--- src/rtl/fetch_decode_queue.sv ---
// Instruction queue between fetch and decode: in-order {pc, instruction} buffer, emptied on branch redirect.
// Optional macro FDQ_BYPASS_EN lets a fetched pair reach decode in the same cycle when the queue is empty.

`ifndef WORD
`define WORD 64
`endif
`ifndef INSTR_LEN
`define INSTR_LEN 32
`endif

module fetch_decode_queue #(
    parameter int DEPTH = 4,
    parameter int PTR_W = 2
) (
    input  logic                  clk,
    input  logic                  reset,
    input  logic                  flush,
    input  logic                  fetch_valid,
    input  logic [`WORD-1:0]      fetch_pc,
    input  logic [`INSTR_LEN-1:0] fetch_instruction,
    output logic                  fetch_ready,
    output logic                  dec_valid,
    output logic [`WORD-1:0]      dec_pc,
    output logic [`INSTR_LEN-1:0] dec_instruction,
    input  logic                  dec_ready,
    output logic [PTR_W:0]        count
);

    localparam logic [PTR_W:0] FULL_CNT = (PTR_W+1)'(DEPTH);

    logic [`WORD-1:0]      pc_mem    [DEPTH];
    logic [`INSTR_LEN-1:0] instr_mem [DEPTH];
    logic [PTR_W-1:0]      wr_ptr;
    logic [PTR_W-1:0]      rd_ptr;
    logic                  empty;
    logic                  full;
    logic                  bypass;
    logic                  push;
    logic                  pop;

    assign empty = (count == '0);
    assign full  = (count == FULL_CNT);

`ifdef FDQ_BYPASS_EN
    assign bypass = empty && fetch_valid && !flush;
`else
    assign bypass = 1'b0;
`endif

    assign fetch_ready = !full && !flush;
    assign dec_valid   = !empty || bypass;

    // A bypassed pair that decode takes immediately is never stored.
    assign push = fetch_valid && fetch_ready && !(bypass && dec_ready);
    assign pop  = !empty && dec_ready;

    always_comb begin
        dec_pc          = '0;
        dec_instruction = '0;
        if (!empty) begin
            dec_pc          = pc_mem[rd_ptr];
            dec_instruction = instr_mem[rd_ptr];
        end else if (bypass) begin
            dec_pc          = fetch_pc;
            dec_instruction = fetch_instruction;
        end
    end

    always_ff @(posedge clk) begin
        if (push) begin
            pc_mem[wr_ptr]    <= fetch_pc;
            instr_mem[wr_ptr] <= fetch_instruction;
        end
    end

    always_ff @(posedge clk) begin
        if (reset || flush) begin
            wr_ptr <= '0;
            rd_ptr <= '0;
            count  <= '0;
        end else begin
            if (push) wr_ptr <= wr_ptr + PTR_W'(1);
            if (pop)  rd_ptr <= rd_ptr + PTR_W'(1);
            case ({push, pop})
                2'b10:   count <= count + (PTR_W+1)'(1);
                2'b01:   count <= count - (PTR_W+1)'(1);
                default: count <= count;
            endcase
        end
    end

endmodule
--- config.mk ---
export PLATFORM = sky130hd
export DESIGN_NAME = fetch_decode_queue
export DESIGN_NICKNAME = d
export VERILOG_FILES = /design/src/rtl/fetch_decode_queue.sv
export SDC_FILE = /design/constraint.sdc
export NUM_CORES = 1
export LEC_CHECK = 0
export BUFFER_PORTS_ARGS = -buffer_cell sky130_fd_sc_hd__buf_4
export CORE_MARGIN = 3
export CORE_UTILIZATION = 44
export DETAILED_ROUTE_END_ITERATION = 16
export HOLD_SLACK_MARGIN = 0.03
export PLACE_DENSITY_LB_ADDON = 0.05
export SETUP_SLACK_MARGIN = 0.4
export SLEW_MARGIN = 20
export SYNTH_ARGS = -nofsm -noshare
export SYNTH_HDL_FRONTEND = slang
export SYNTH_SLANG_ARGS = --single-unit
--- constraint.sdc ---
create_clock -name clk -period 9.5 [get_ports clk]
set_input_delay 0.95 -clock clk [delete_from_list [all_inputs] [get_ports clk]]
set_output_delay 0.95 -clock clk [all_outputs]
set_load 0.005 [all_outputs]
# Yosys cells after proc, flatten, opt, wreduce, memory -nomap -nowiden
# Memory sizes are Yosys's and may differ from the RTL's. A register that Yosys moved wholly into a read port is not among the register bits.
# Cells that the tools add are included.
# totals
n_memories,2
register_bits,7
ramBits,384
# op_classes
addsub,4
n_eq_ne,3
reduce_logical,9
muxes,9
# mem_list
memory,words,word_bits,rd,rd_ports_with_merged_regs,wr,line_no,rtl
pc_mem,4,64,1,1,1,31,logic [`WORD-1:0] pc_mem [DEPTH];
instr_mem,4,32,1,1,1,32,logic [`INSTR_LEN-1:0] instr_mem [DEPTH];
# op_table
operator,count
2-to-1 mux 64 bit,1
2-to-1 mux 32 bit,1
2-to-1 mux 2 bit,4
one-hot mux 3 bit (2 select lines),1
adder 2 x 1 -> 2 bit (second input constant),2
adder 3 x 1 -> 3 bit (second input constant),1
equality test 3 bit (second input constant),1
logical AND 1 bit,3
zero test 1 bit,3
zero test 3 bit,1
subtractor 3 x 1 -> 3 bit (second input constant),1
equality test 2 x 1 -> 1 bit (second input constant),1
equality test 2 bit (second input constant),1
2-to-1 mux 1 bit,2
nonzero test 2 bit,1
logical OR 1 bit,1

# Longest topological paths before layout
# Gate-level depths: netlist of the first run.
# depth
ltp_word,6
depth_mapped,10

# Worst setup path before layout of the first run
# OpenSTA, ideal clock, no wires.
# synth_path
kind,in2reg
from,input port fetch_valid
to,memory instr_mem[0][0] in the netlist's numbering (enable)
arrival_time_ns,3.567
stages,2
slack_ns,5.466
cell_sequence,nor2b_1 > and3_1
# synth_between
elab_chain_cells,3
# synth_rtl
element,line_no,rtl
start: declaration,18,"input logic fetch_valid,"
logical AND 1 bit,54,assign push = fetch_valid && fetch_ready && !(bypass && dec_ready);
2-to-1 mux 1 bit,70,if (push) begin
2-to-1 mux 1 bit (implied by the code),72,instr_mem[wr_ptr] <= fetch_instruction;
end: declaration,32,
# No other way between the ends.

==> impl_metrics.csv, run 1 <==
group,metric,value,unit
timing,worst_slack,5.53,ns
logic_synthesis,ys_seq_area_share,78.2,%
logic_synthesis,synth.avg_cell_area,22.5,um^2
pwr,powerDensity,195,nW/um^2
route,first_pass_iters,4,
clock_network,cts_sinks,393,
clock_network,clk_latency,0.52,ns
job,drv_cap,0,
logic_synthesis,syn-num-nets,772,
floorplan,die_area,36300,um^2
logic_synthesis,synth_edf_count,384,
placement,portBuffers,201,
placement,dp_slack,5.45,ns
clock_network,h-tree-depth,2,
clock_network,ctsResizeCount,0,
route,drt_iter0_drc,416,
logic_synthesis,synth_top_cells_by_area,"edfxtp_1 (77%), mux4_2 (14%), and2_1 (4.1%)",
global_routing,grt_pass1_vias,7941,
critical_path,crit_arrival,3.02,ns
timing,setup-violations-final,0,
route,antenna_left,0,
layout,drive_gt1_share,40.4,%
timing,period_needed,3.97,ns
critical_path,worstSetupEndpoint,"dec_pc[23]",
global_routing,grt_max_degree,98,
critical_path,cp-end-kind,"primary output",
route,drc,0,
outcome,status,"completed",
critical_path,ff2ff_setup_slack,6.76,ns
route,post_drt_wl_per_cell,22.1,um
timing,period_share,41.8,%
critical_path,startpoint_type,"flop",
timing,tightest_slew,1.07,ns
floorplan,fp.dieH,191,um
critical_path,crit_required,8.55,ns
logic_synthesis,syn_area,15000,um^2
timing,finalHoldViolCount,0,
layout,diodes,0,
global_routing,overflow,0,
min_path,hold_path.class,"reg -> reg",
layout,area_growth,21.5,%
logic_synthesis,yosysTopAreaCell,"edfxtp_1",
critical_path,crit_type,"reg -> out",
logic_synthesis,netlist.area_leader.share,77.0,%
logic_synthesis,ys_async_sr_fraction,0,%
timing,drv_slew,0,
global_routing,grt_pass1_wl,45900,um
layout,fillCellCount,2563,
timing,maxSlewHeadroom,28.6,%
route,dr_total_vias,7092,
logic_synthesis,synthFlopType,"edfxtp_1",
timing,tns,0,ns
global_routing,antenna_found_initial,2,
clock_network,cts_tree,"done",
layout,nets,989,
clock_network,clk_path_buf_depth,3,
clock_network,clkTransAtPathRegs,0.06,ns
clock_network,cts_buffers,41,
pwr,vdd_ir_drop_max,0.119,mV
logic_synthesis,syn_inst,665,
clock_network,hold_buffers,0,
floorplan,placementRows,66,
timing,max_freq,252,MHz
placement,post-dp-hpwl,17000,um
floorplan,die_width,191,um
logic_synthesis,synth_commonest_cells,"edfxtp_1 (384), and2_1 (97), mux4_2 (96), clkbuf_1 (17), buf_2 (11)",
min_path,min_path_cells,2,
floorplan,io_pins,202,
timing,skew,0.0178,ns
clock_network,cts_root_buf,"clkbuf_16",
pwr,power_leakage,6.14,nW
clock_network,cts_setup_buffers,0,
floorplan,start_util,45.3,%
critical_path,worstPathMaxFanout,49,
logic_synthesis,synth_cell_types,26,
critical_path,regToRegEndpoint,"instr_mem[1][17]",
route,vias_per_cell,5.23,
route,drt-total-wl,29900,um
critical_path,r2r_start,"count[0]",
placement,gp_congestion,0.699,
global_routing,grt_usage,16.6,%
logic_synthesis,yosys_warnings,0,
floorplan,core_area,33000,um^2
logic_synthesis,synth-seq-cells,393,
critical_path,rr_worst_depth,3,
logic_synthesis,yosysMostFrequentCell,"edfxtp_1",
timing,rsz0062_at_grt,"no",
[layout make-up]
type                            count  area (um^2)  area share (%)
Clock inverter                     21          126           0.695
Sequential cell                   393        11700            64.4
Timing Repair Buffer              209         1590            8.76
Tap cell                          442          553            3.04
Inverter                            7         26.3           0.144
Clock buffer                       53         1110            6.12
Multi-Input combinational cell    230         3060            16.8
[kinds of logic (layout without fill, tap and decap cells)]
| family | count (synthesis) | after routing | synth area share [%] |
|---|---|---|---|
| DFF | 393 | 393 | 78.2 |
| and+or+nand+nor | 116 | 116 | 4.74 |
| muxes | 96 | 96 | 14.4 |
| buffers and inverters | 42 | 290 | 1.51 |
| AOI/OAI and AO/OA | 8 | 8 | 0.342 |
| adders and majority gates | 6 | 6 | 0.551 |
| xor gates and xnor gates | 4 | 4 | 0.234 |
[worst max-delay path, stage by stage (launching register included)]
cell,delay [ns]
dfxtp_4,0.58
buf_16,0.32
buf_6,0.61
mux4_2,0.58
and2_1,0.19
buf_4,0.14
[sequential cells by signal (all words and copies together), names as in the netlist, named ones only]
register   flops
pc_mem       256
count          3
instr_mem    128
wr_ptr         2
rd_ptr         2
[worst min path at each step]
stage | start | to | slack (ns)
after floorplan | rd_ptr[1] | flop | 0.48
after global placement | rd_ptr[1] | flop | 0.51
after detailed placement | rd_ptr[1] | flop | 0.52
after CTS | rd_ptr[1] | rd_ptr[1] | 0.54
after global routing | rd_ptr[0] | rd_ptr[0] | 0.57
final | rd_ptr[1] | rd_ptr[1] | 0.52
[power breakdown]
| part | total [W] | leakage, nW | switching, W | internal [W] |
|---|---|---|---|---|
| combinational | 0.000149 | 1.96 | 0.0000699 | 0.0000795 |
| clock | 0.00147 | 0.612 | 0.000616 | 0.000853 |
| sequential | 0.00194 | 3.56 | 0.00000628 | 0.00193 |
[layout by cell type (no fill, tap or decap), drive strengths merged]
cell,n
ha,5
and2,97
nand4,1
edfxtp,384
or3,2
a21o,1
nor2,7
a21oi,3
clkbuf,53
or3b,1
xor2,4
nor2b,2
nand3,1
o21ai,1
o311ai,1
o31ai,2
inv,8
clkinvlp,1
or2,1
and3,4
bufinv,1
buf,209
clkinv,18
fa,1
mux4,96
dfxtp,9
[per-stage QoR]
stage,utilization (%),instance area (um^2),hold WS (ns),std cells,total power (W)
3_5_place_dp,51.2,16900,0.519,1280,0.00213
6_report,55.1,18200,0.523,1355,0.00355
4_1_cts,55.0,18200,0.536,1354,0.00360
2_1_floorplan,-,15000,0.485,665,0.00203
3_3_place_gp,51.2,16900,0.514,1280,0.00212
5_1_grt,55.1,18200,0.573,1355,0.00369
[per-layer routing]
metal  track usage, %  vias to the layer above  wire (um)
met5                0                        -         34
met4             3.73                        4        402
met3             4.72                       38       1990
met2             29.3                      186      15600
met1             20.6                     3725      11900
li1                 -                     3139          -
Power figures use the tool's default switching activity.
==> run 2: changes to the inputs <==
- clock period: 9.5 -> 3.6 ns (I/O delays scaled with it)
==> impl_metrics.csv, run 2 (synthesized netlist as in run 1, its figures left out) <==
group,metric,value,unit
outcome,status,"completed",
pwr,powerDensity,502,nW/um^2
route,antenna_left,0,
route,post_drt_wl_per_cell,20.9,um
timing,setup-violations-final,0,
pwr,p_comb_share,5.0,%
layout,largest_reg_flops,256,
critical_path,crit_arrival,2.49,ns
critical_path,crit_required,3.24,ns
timing,tns,0,ns
placement,post-dp-hpwl,17700,um
route,dr_total_vias,7378,
route,vias_per_cell,5.08,
timing,period_needed,2.85,ns
layout,area_growth,28.8,%
timing,tightest_slew,0.850,ns
route,drc,0,
critical_path,worstPathMaxFanout,45,
pwr,net-switching-power,0.00185,W
floorplan,core_area,33000,um^2
timing,skew,0.0122,ns
global_routing,grt_usage,16.9,%
layout,layout_common_cells,"edfxtp_1 (384), buf_4 (208), and2_1 (97), mux4_2 (96), dlygate4sd3_1 (90)",
layout,final_util,58.4,%
clock_network,cts_tree,"done",
clock_network,h-tree-depth,2,
pwr,p_total,0.00969,W
pwr,sw_frac_of_total,19.1,%
timing,finalHoldViolCount,0,
timing,max_freq,351,MHz
pwr,power_leakage,6.60,nW
layout,top_register,"pc_mem",
critical_path,startpoint_type,"flop",
critical_path,crit_type,"reg -> out",
placement,postPlaceCellArea,17100,um^2
floorplan,placementRows,66,
route,first_pass_iters,4,
pwr,vdd_ir_drop_max,0.313,mV
layout,final_common_cell,"edfxtp_1",
timing,drv_slew,0,
clock_network,ctsResizeCount,0,
critical_path,cp-end-kind,"primary output",
global_routing,antenna_found_initial,1,
floorplan,die_area,36300,um^2
floorplan,io_pins,202,
floorplan,start_util,45.3,%
clock_network,cts_root_buf,"clkbuf_16",
clock_network,clk_latency,0.52,ns
route,drt-total-wl,30300,um
clock_network,clkTransAtPathRegs,0.06,ns
clock_network,cts_buffers,42,
layout,nets,1087,
global_routing,overflow,0,
pwr,clockPowerShare,42.3,%
layout,drive_gt1_share,37.1,%
critical_path,rr_worst_depth,9,
pwr,power_frac_seq,52.7,%
clock_network,clk_path_buf_depth,3,
timing,maxSlewHeadroom,43.4,%
timing,worst_slack,0.754,ns
placement,portBuffers,201,
global_routing,grt_pass1_vias,8144,
layout,reg_top3,"pc_mem: 256 flops, instr_mem: 128 flops, count: 3 flops",
timing,period_share,79.1,%
route,drt_iter0_drc,338,
clock_network,cts_sinks,393,
global_routing,grt_pass1_wl,46700,um
timing,rsz0062_at_grt,"no",
pwr,intPower,0.00784,W
job,drv_cap,0,
placement,dp_slack,1.14,ns
global_routing,grt_max_degree,49,
layout,finish.instance_area,19300,um^2
min_path,hold_path.class,"in -> reg",
floorplan,fp.dieH,191,um
min_path,min_path_cells,1,
floorplan,die_width,191,um
placement,gp_congestion,0.716,
## run 2: final timing paths
check	slack, ns	startpoint	end
worst max-delay path	0.75	count[0]	dec_pc[63]
worst max register to register	1.12	count[2]	count[2]
worst min-delay path	0.05	fetch_instruction[24]	instr_mem[0][24]
worst min register to register	0.55	rd_ptr[0]	flop
## run 2: stage by stage
| step | hold slack, ns | std cells |
|---|---|---|
| after floorplan | 0.459 | 665 |
| after global placement | 0.512 | 1288 |
| after detailed placement | 0.516 | 1288 |
| after CTS | 0.0301 | 1448 |
| after global routing | 0.0346 | 1452 |
| final | 0.0520 | 1452 |
## run 2: area by class of cell
class,instances,area (um^2)
Fill cell,2504,13700
Inverter,7,26.3
Clock inverter,21,203
Sequential cell,393,11700
Antenna cell,1,2.50
Tap cell,442,553
Timing Repair Buffer,306,2620
Clock buffer,52,1110
Multi-Input combinational cell,230,3060
## run 2: power groups by stage
stage / combinational, W / clock (W) / sequential [W]
after floorplan: 0.000160 / 0 / 0.00520
after CTS: 0.000497 / 0.00421 / 0.00511
after global routing: 0.000532 / 0.00440 / 0.00511
final: 0.000487 / 0.00410 / 0.00511
after global placement: 0.000398 / 0 / 0.00520
after detailed placement: 0.000414 / 0 / 0.00520
## run 2: repair_timing
| action | 4_1_cts | 5_1_grt |
|---|---|---|
| setup buffers | 0 | 0 |
| hold endpoints to repair | 347 | 10 |
| hold buffers | 87 | 3 |
## run 2: critical path: stages (launching register included)
cell and delay (ns):
dfxtp_1 0.38, or3_2 0.86, buf_12 0.33, and2_1 0.19, buf_4 0.14
## run 2: per-layer routing
metal / track usage [%] / wire length (um) / vias up
li1: - / - / 3329
met1: 22.5 / 12600 / 3820
met2: 28.6 / 15500 / 189
met3: 3.66 / 1710 / 40
met4: 4.15 / 445 / 0
met5: 0 / 0 / -
==> run 3: changes to the inputs <==
- ABC_AREA: not set -> 1
- clock period: 3.6 -> 2.4 ns (I/O delays scaled with it)
==> impl_metrics.csv, run 3 <==
group,metric,value,unit
outcome,status,"completed",
timing,max_freq,469,MHz
global_routing,grt_max_degree,78,
logic_synthesis,synth.avg_cell_area,12.7,um^2
pwr,power_leakage,7.80,nW
pwr,sw_frac_of_total,21.1,%
layout,reg_top3,"pc_mem: 256 flops, instr_mem: 128 flops, count: 3 flops",
critical_path,rr_worst_depth,9,
job,drv_cap,0,
logic_synthesis,synth_commonest_cells,"nor2_1 (397), edfxtp_1 (384), o21ai_0 (178), a21oi_1 (99), clkbuf_1 (25)",
timing,worst_slack,0.267,ns
route,drt_iter0_drc,689,
logic_synthesis,netlist.area_leader.share,75.1,%
pwr,net-switching-power,0.00321,W
layout,fillCellCount,2586,
clock_network,clk_latency,0.53,ns
pwr,power_frac_seq,50.5,%
route,first_pass_iters,5,
critical_path,crit_arrival,1.89,ns
global_routing,grt_pass1_vias,10400,
timing,tightest_slew,0.581,ns
floorplan,core_area,34000,um^2
critical_path,cp_common_cell,"nor2_1",
placement,dp_slack,0.537,ns
timing,tns,0,ns
clock_network,h-tree-depth,2,
clock_network,cts_sinks,393,
logic_synthesis,syn-num-nets,1313,
critical_path,worstPathMaxFanout,7,
route,post_drt_wl_per_cell,21.6,um
critical_path,r2r_start,"count[0]",
route,antenna_left,0,
min_path,min_path_cells,4,
timing,rsz0062_at_grt,"yes",
timing,skew,0.0117,ns
pwr,p_comb_share,8.4,%
timing,maxSlewHeadroom,61.2,%
timing,drv_slew,0,
global_routing,overflow,0,
layout,top_register,"pc_mem",
min_path,worstHoldStart,"fetch_valid",
min_path,hold_path.class,"in -> reg",
critical_path,critical_path.cell_chain,"buf_12, buf_16, clkbuf_16, nor2_1, nor2_1, o21ai_1, a21oi_1, buf_4",
critical_path,startpoint_type,"flop",
timing,period_share,88.9,%
clock_network,cts_root_buf,"clkbuf_16",
logic_synthesis,yosysTopAreaCell,"edfxtp_1",
global_routing,grt_usage,21.9,%
floorplan,die_area,37200,um^2
layout,final_util,62.9,%
logic_synthesis,synth_edf_count,384,
logic_synthesis,syn_area,15400,um^2
layout,area_growth,39.1,%
timing,timing.hold.ws,0.0574,ns
critical_path,cp_num_buf_inv,4,
pwr,powerDensity,712,nW/um^2
layout,largest_reg_flops,256,
timing,setup-violations-final,0,
logic_synthesis,ys_seq_area_share,76.2,%
placement,post-dp-hpwl,19600,um
floorplan,start_util,45.2,%
route,drt-total-wl,44200,um
clock_network,clkTransAtPathRegs,0.06,ns
critical_path,ff2ff_setup_slack,0.56,ns
critical_path,cp_top_family,"buffers and inverters",
critical_path,cp-end-kind,"primary output",
floorplan,fp.dieH,193,um
critical_path,crit_required,2.16,ns
timing,period_needed,2.13,ns
critical_path,crit_type,"reg -> out",
route,dr_total_vias,10700,
layout,layout_common_cells,"edfxtp_1 (384), nor2_1 (382), buf_4 (214), o21ai_0 (122), dlygate4sd3_1 (97)",
logic_synthesis,synthFlopType,"edfxtp_1",
timing,finalHoldViolCount,0,
route,vias_per_cell,5.22,
floorplan,die_width,193,um
logic_synthesis,synth_cell_types,19,
critical_path,cpMaxStageDelayCell,"dfxtp_4",
floorplan,placementRows,67,
clock_network,cts_tree,"done",
logic_synthesis,yosys_warnings,0,
clock_network,cts_buffers,42,
floorplan,io_pins,202,
pwr,intPower,0.0120,W
logic_synthesis,yosysMostFrequentCell,"nor2_1",
logic_synthesis,ys_async_sr_fraction,0,%
logic_synthesis,synth_top_cells_by_area,"edfxtp_1 (75%), nor2_1 (9.7%), o21ai_0 (5.8%)",
critical_path,regToRegEndpoint,"count[1]",
global_routing,grt_pass1_wl,61200,um
pwr,vdd_ir_drop_max,0.555,mV
logic_synthesis,syn_inst,1206,
pwr,clockPowerShare,41.1,%
route,drc,0,
layout,drive_gt1_share,25.4,%
placement,portBuffers,201,
critical_path,cpPeakStageDelay,0.41,ns
placement,gp_congestion,0.768,
clock_network,clk_path_buf_depth,3,
global_routing,antenna_found_initial,2,
layout,nets,1668,
logic_synthesis,synth-seq-cells,393,
layout,final_common_cell,"edfxtp_1",
min_path,hold_end,"wr_ptr[1]",
run 3: cell count changes after synthesis, sizes merged, moves of 7 or more:
cell / change
a21oi: +96
and2: -97
buf: +31
clkbuf: +7
inv: +15
mux4: -96
nand2: +15
nor2: +390
o21ai: +194
run 3: worst max path at each step:
stage                   from  slack [ns]                  end  cells past startpoint
floorplan           count[1]       -0.13      instr_mem[0][0]                      4
global placement    count[0]        0.57             count[2]                     12
CTS                     flop        0.29  dec_instruction[22]                      8
global route            flop        0.19            dec_pc[1]                      8
finish                  flop        0.27            dec_pc[1]                      8
detailed placement  count[2]        0.54             count[2]                     13
run 3: power groups by stage:
stage	logic (W)	registers, W	clock network (W)
6_report	0.00128	0.00768	0.00625
5_1_grt	0.00138	0.00769	0.00665
4_1_cts	0.00120	0.00768	0.00635
3_5_place_dp	0.000869	0.00783	0
3_3_place_gp	0.000863	0.00783	0
2_1_floorplan	0.000361	0.00783	0
run 3: timing repair:
action	4_1_cts	5_1_grt
resized for setup	90	82
buffers inserted	13	8
cloned	17	18
endpoints found under the hold margin	387	0
hold buffers	97	0
setup endpoints to repair	96	97
pin swaps	5	53
run 3: worst min-delay path, cell delays in order:
cell and delay (ns):
buf_4 0.11, nand4_1 0.09, nand2_1 0.06, nor2_1 0.03
run 3: metrics by stage:
step / total power, W / std cells / instance area (um^2)
detailed placement: 0.00870 / 1812 / 17500
floorplan: 0.00819 / 1206 / 15400
global placement: 0.00869 / 1812 / 17500
finish: 0.0152 / 2041 / 21400
CTS: 0.0152 / 2014 / 20700
global route: 0.0157 / 2041 / 21400
run 3: cells by family (layout without fill, tap and decap cells):
kind of cell | count (synthesis) | after routing | share of synthesized area [%]
and+or+nand+nor | 417 | 417 | 10.2
DFF | 393 | 393 | 76.2
AOI/OAI and AO/OA | 295 | 295 | 9.63
buffers and inverters | 95 | 481 | 3.35
adders and majority gates | 6 | 6 | 0.538
other | 0 | 1 | 0
run 3: layer usage:
layer / GRT usage, % / wire, um / share of wire, % / up-vias
li1: - / - / - / 5006
met1: 29.4 / 18900 / 43 / 5239
met5: 0 / 13 / 0.029 / -
met4: 5.49 / 859 / 1.9 / 2
met2: 37.4 / 21400 / 48 / 347
met3: 3.91 / 2990 / 6.8 / 66
run 3: cell type report:
class / instances / area, um^2 / area share (%)
diodes: 1 / 2.50 / 0.0117
clock buffers: 55 / 1160 / 5.45
clock inverters: 20 / 168 / 0.785
inverters: 22 / 120 / 0.562
multi-input cells: 718 / 3420 / 16.0
flip-flops and latches: 393 / 11700 / 54.9
well taps: 448 / 561 / 2.62
repair buffers: 383 / 4190 / 19.6
repair inverters: 1 / 8.76 / 0.0410
